[config.mk]
export PLATFORM = sky130hd
export DESIGN_NAME = uart_rx_fifo
export DESIGN_NICKNAME = d
export VERILOG_FILES = /design/src/rtl/uart_rx_fifo.sv
export SDC_FILE = /design/constraint.sdc
export NUM_CORES = 1
export LEC_CHECK = 0
export ABC_CLOCK_PERIOD_IN_PS = 4200
export CAP_MARGIN = 40
export CORE_ASPECT_RATIO = 0.8
export CORE_MARGIN = 2
export CORE_UTILIZATION = 55
export CTS_BUF_LIST = sky130_fd_sc_hd__clkbuf_8
export CTS_CLUSTER_SIZE = 40
export DETAILED_ROUTE_END_ITERATION = 7
export GPL_TIMING_DRIVEN = 0
export PLACE_DENSITY = 0.84
export SLEW_MARGIN = 40
export SYNTH_ARGS = -nofsm -noshare
export SYNTH_HDL_FRONTEND = slang
export SYNTH_SLANG_ARGS = --single-unit
[constraint.sdc]
create_clock -name clk -period 4.2 [get_ports clk]
set_input_delay 0.42 -clock clk [delete_from_list [all_inputs] [get_ports clk]]
set_output_delay 0.42 -clock clk [all_outputs]
set_load 0.05 [all_outputs]
[src/rtl/uart_rx_fifo.sv]
// -----------------------------------------------------------------------------
// uart_rx_fifo
// Receive-side byte buffer sitting directly behind uart_receiver. Each good
// frame reported by the receiver is captured into a DEPTH-entry
// first-word-fall-through FIFO, so the SAP-2 program can poll the UART at its
// own pace.
//
// Ports:
//   clk              system clock, all state changes on the rising edge
//   reset            asynchronous active-low reset
//   rx_data_in       received byte, qualified by rx_data_valid
//   rx_data_valid    one-cycle pulse marking a completed frame
//   rx_frame_error   qualifies rx_data_valid: stop bit sampled low
//   cpu_rd_en        one-cycle pop strobe from the CPU data-register read
//   cpu_clr_status   one-cycle strobe clearing both sticky flags
//   data_out         head-of-FIFO byte, zero when empty
//   data_ready       FIFO not empty
//   fifo_full        count == DEPTH
//   count            number of stored entries, 0..DEPTH
//   overrun_flag     sticky: a good byte was dropped because the FIFO was full
//   frame_error_flag sticky: a frame with a bad stop bit was received
// -----------------------------------------------------------------------------
module uart_rx_fifo #(
    parameter int DEPTH      = 8,
    parameter int DATA_WIDTH = 8
) (
    input  logic                       clk,
    input  logic                       reset,
    input  logic [DATA_WIDTH-1:0]      rx_data_in,
    input  logic                       rx_data_valid,
    input  logic                       rx_frame_error,
    input  logic                       cpu_rd_en,
    input  logic                       cpu_clr_status,
    output logic [DATA_WIDTH-1:0]      data_out,
    output logic                       data_ready,
    output logic                       fifo_full,
    output logic [$clog2(DEPTH):0]     count,
    output logic                       overrun_flag,
    output logic                       frame_error_flag
);

    localparam int AW = $clog2(DEPTH);
    localparam int CW = AW + 1;
    localparam logic [CW-1:0] DEPTH_C = CW'(DEPTH);

    // Storage is deliberately not reset; the count gates what is visible.
    logic [DATA_WIDTH-1:0] mem_q [DEPTH];

    logic [AW-1:0] wr_ptr_q, wr_ptr_d;
    logic [AW-1:0] rd_ptr_q, rd_ptr_d;
    logic [CW-1:0] count_q, count_d;
    logic          overrun_q, overrun_d;
    logic          frame_err_q, frame_err_d;

    logic          full_s;
    logic          good_byte_s;
    logic          pop_s;
    logic          push_s;
    logic          overrun_set_s;
    logic          frame_set_s;

    // Accept/reject decisions, all taken on pre-edge state.
    always_comb begin
        full_s        = (count_q == DEPTH_C);
        good_byte_s   = rx_data_valid && !rx_frame_error;
        pop_s         = cpu_rd_en && (count_q != {CW{1'b0}});
        // A full FIFO still takes a byte when the CPU frees a slot this cycle.
        push_s        = good_byte_s && (!full_s || pop_s);
        overrun_set_s = good_byte_s && full_s && !pop_s;
        frame_set_s   = rx_data_valid && rx_frame_error;
    end

    // Next-state for pointers, occupancy and sticky flags.
    always_comb begin
        wr_ptr_d    = wr_ptr_q;
        rd_ptr_d    = rd_ptr_q;
        count_d     = count_q;
        overrun_d   = overrun_q;
        frame_err_d = frame_err_q;

        if (push_s) begin
            wr_ptr_d = wr_ptr_q + AW'(1);
        end else begin
            wr_ptr_d = wr_ptr_q;
        end

        if (pop_s) begin
            rd_ptr_d = rd_ptr_q + AW'(1);
        end else begin
            rd_ptr_d = rd_ptr_q;
        end

        case ({push_s, pop_s})
            2'b10:   count_d = count_q + CW'(1);
            2'b01:   count_d = count_q - CW'(1);
            default: count_d = count_q;
        endcase

        // A set event in the same cycle as a clear leaves the flag set.
        if (overrun_set_s) begin
            overrun_d = 1'b1;
        end else if (cpu_clr_status) begin
            overrun_d = 1'b0;
        end else begin
            overrun_d = overrun_q;
        end

        if (frame_set_s) begin
            frame_err_d = 1'b1;
        end else if (cpu_clr_status) begin
            frame_err_d = 1'b0;
        end else begin
            frame_err_d = frame_err_q;
        end
    end

    // Control state registers with asynchronous clear.
    always_ff @(posedge clk or negedge reset) begin
        if (!reset) begin
            wr_ptr_q    <= {AW{1'b0}};
            rd_ptr_q    <= {AW{1'b0}};
            count_q     <= {CW{1'b0}};
            overrun_q   <= 1'b0;
            frame_err_q <= 1'b0;
        end else begin
            wr_ptr_q    <= wr_ptr_d;
            rd_ptr_q    <= rd_ptr_d;
            count_q     <= count_d;
            overrun_q   <= overrun_d;
            frame_err_q <= frame_err_d;
        end
    end

    // Byte storage write port.
    always_ff @(posedge clk) begin
        if (push_s) begin
            mem_q[wr_ptr_q] <= rx_data_in;
        end
    end

    // Fall-through read port and status decode from registered state.
    always_comb begin
        if (count_q != {CW{1'b0}}) begin
            data_out = mem_q[rd_ptr_q];
        end else begin
            data_out = {DATA_WIDTH{1'b0}};
        end
        data_ready       = (count_q != {CW{1'b0}});
        fifo_full        = full_s;
        count            = count_q;
        overrun_flag     = overrun_q;
        frame_error_flag = frame_err_q;
    end

endmodule
==> results of run 1 <==
## registers in the layout, summed over array words and instances (netlist names)
register and cells:
mem_q 64, count 4, rd_ptr_q 3, wr_ptr_q 3
frame_error_flag 1, overrun_flag 1
## power breakdown
group          internal (mW)  total [mW]  switching (mW)
clock network          0.281       0.507           0.226
registers              0.914       0.996          0.0821
logic                  0.458        1.14           0.685
## layout make-up
type / instances / area share [%]
buffer: 7 / 0.943
sequential: 76 / 59.8
multi-input combinational: 84 / 23.2
inverter: 5 / 0.505
tap: 78 / 2.63
clock buffer: 10 / 3.70
clock inverter: 6 / 1.35
timing repair buffer: 30 / 7.88
## routing by layer
metal / GRT usage (%) / up-vias / part of all wire, %
li1: - / 757 / -
met2: 29.7 / 38 / 50
met5: 0 / - / 0
met3: 6.57 / 7 / 6.4
met4: 7.58 / 0 / 1.3
met1: 27.1 / 798 / 42
## cells by family (layout without fill, tap and decap cells)
group / Yosys count / in the layout
compound gates: 9 / 9
xor+xnor: 6 / 6
fa+ha+maj: 3 / 3
buf+inv: 12 / 58
flops: 76 / 76
mux: 28 / 28
simple gates: 38 / 38
## cells in the mapped netlist, types with 2 or more instances
library cell   n  area, µm²
o21ai_0        2       10.0
nor2_1        13       48.8
xnor2_1        4       35.0
mux4_2        16        360
edfxtp_1      64       1920
inv_1          4       15.0
dfrtp_1       12        300
nand2_1       10       37.5
xor2_1         2       17.5
nand2b_1       3       18.8
mux2_2         3       33.8
mux2i_1        9       90.1
buf_2          3       15.0
nor3_1         6       30.0
buf_1          2       7.51
ha_1           3       37.5
## critical path, stage by stage (launching register included)
cell             delay (ps)
dfrtp_1                 350
buf_2                   280
buf_4                   310
mux4_2                  550
mux2i_1                 180
nor2_1                   60
clkdlybuf4s50_1         720
## through the flow
step                      hold WS [ps]  setup slack, ps  std cells
after floorplan                    124             1710        172
after global placement             516              712        278
after detailed placement           530             1310        279
final                              433             1000        296
after CTS                          420              933        295
after global routing               438              820        296
## path summary, 6_finish.rpt
kind | from | end | slack (ps) | cells past startpoint
max | rd_ptr_q[0] | data_out[1] | 1000 | 6
min | cpu_rd_en | overrun_flag | 430 | 2
max reg2reg | count[1] | mem_q[0][4] | 1770 | 6
min reg2reg | overrun_flag | overrun_flag | 540 | 2
max in group asynchronous | reset | rd_ptr_q[0] | 3410 | 1
min in group asynchronous | reset | count[0] | 440 | 1
==> flow_summary_export.csv, run 1 <==
group,metric,value,unit
run_status,status,"finished clean",
layout,nets,230,
worst_setup_path,end_kind,"primary output",
routing,drt_iter0_drc,67,
timing,max_slew_margin,44.7,%
worst_setup_path,critPathKind,"flop to primary output",
floorplanning,dieHeight,71.2,µm
yosys,synth_flop_cell,"edfxtp_1",
routing,firstDrtPassIters,4,
timing,rsz0062_at_grt,"no",
layout,nFillCells,372,
layout,final_common_cell,"edfxtp_1",
power,power_density,712,nW/µm²
timing,tightest_slew,826,ps
global_route,antenna_found_initial,0,
clock_network,clock_latency,330,ps
clock_network,clkTransAtPathRegs,70,ps
routing,antenna_left,0,
hold_path,hold_path_class,"input pin to flop",
timing,fmax,0.313,GHz
global_route,grt_max_degree,13,
yosys,async_reset_ff_share,15.8,%
floorplanning,die_area,6270,µm²
placement,dpl_cell_area,3520,µm²
placement,post-dp-hpwl,3570,µm
clock_network,cts_sinks,76,
yosys,synthAdderAreaFrac,1.21,%
placement,place_congestion,0.759,
yosys,synth-edff-count,64,
layout,final_area,3710,µm²
global_route,grt_pass1_wl,8540,µm
yosys,yosysWarnings,0,
yosys,synth_compound_area_share,2.13,%
timing,period_needed,3200,ps
worst_setup_path,path_max_fanout,10,
routing,vias_per_cell,5.41,
clock_network,cts_setup_buffers,0,
yosys,syn_area_per_cell,18.1,µm²
worst_setup_path,critical_path_required,3780,ps
floorplanning,die_x,88.0,µm
global_route,overflow,0,
clock_network,cts_tree,"built",
global_route,grt_pass1_vias,1613,
placement,portBuffers,28,
layout,syn_to_final_growth,19.5,%
timing,hold_violations,0,
yosys,synth-seq-cells,76,
clock_network,root_buffer,"clkbuf_8",
yosys,yosysUniqueCellTypes,32,
clock_network,clk_path_buf_depth,2,
yosys,synth_cells,172,
layout,drive_above_1_share,22.5,%
power,leakagePower,1.29,nW
clock_network,post_cts_resize_count,0,
worst_setup_path,cp.arrival,2780,ps
floorplanning,num_io_pins,30,
power,power,2.65,mW
routing,drc_errors,0,
yosys,synth_nets,189,
layout,multi_input_area,861,µm²
yosys,syn_area,3110,µm²
worst_setup_path,cp-start-kind,"flop",
layout,insertedDiodeCount,0,
timing,clock_skew,4.25,ps
routing,vias,1600,
timing,setup-tns-final,0,ps
yosys,synth_xor_area_share,1.69,%
floorplanning,core-area,5470,µm²
power,peakVddDrop,368,µV
layout,final_cell_mix,"edfxtp_1, clkdlybuf4s50_1, mux4_2",
clock_network,ctsHoldBuffers,0,
layout,seqCellArea,2220,µm²
timing,setup_viol,0,
yosys,seq_area_frac_synth,71.5,%
global_route,grt_usage,19.6,%
clock_network,cts_buffers,9,
timing,slew_violations,0,
yosys,synthSimpleGateAreaFrac,6.16,%
routing,wl,5350,µm
yosys,synth_top_family_by_area,"multiplexers",
floorplanning,rows,24,
flow_run,cap_violations,0,
layout,final_util,68.0,%
yosys,synth.mux.area_fraction,15.6,%
routing,wl_per_cell,18.1,µm
timing,final.period_utilization,76.1,%
floorplanning,start_util,56.9,%
clock_network,h-tree-depth,3,
Note: power is estimated with default switching activity, not from simulation.
==> run 2, diff against run 1 <==
ABC_CLOCK_PERIOD_IN_PS = 3300   (was 4200)
clock period = 3.3 ns   (was 4.2 ns; I/O delays follow)
==> results of run 2 <==
The final DEF is identical to that of run 1. Status: finished clean.
Main changes from that run: setup slack after placement 1310 ps -> 496 ps; setup slack after layout 1000 ps -> 194 ps; hold slack 433 ps -> 343 ps; register-to-register setup slack 1770 ps -> 870 ps; total power 2.65 mW -> 3.37 mW; worst IR drop on VDD 368 µV -> 468 µV
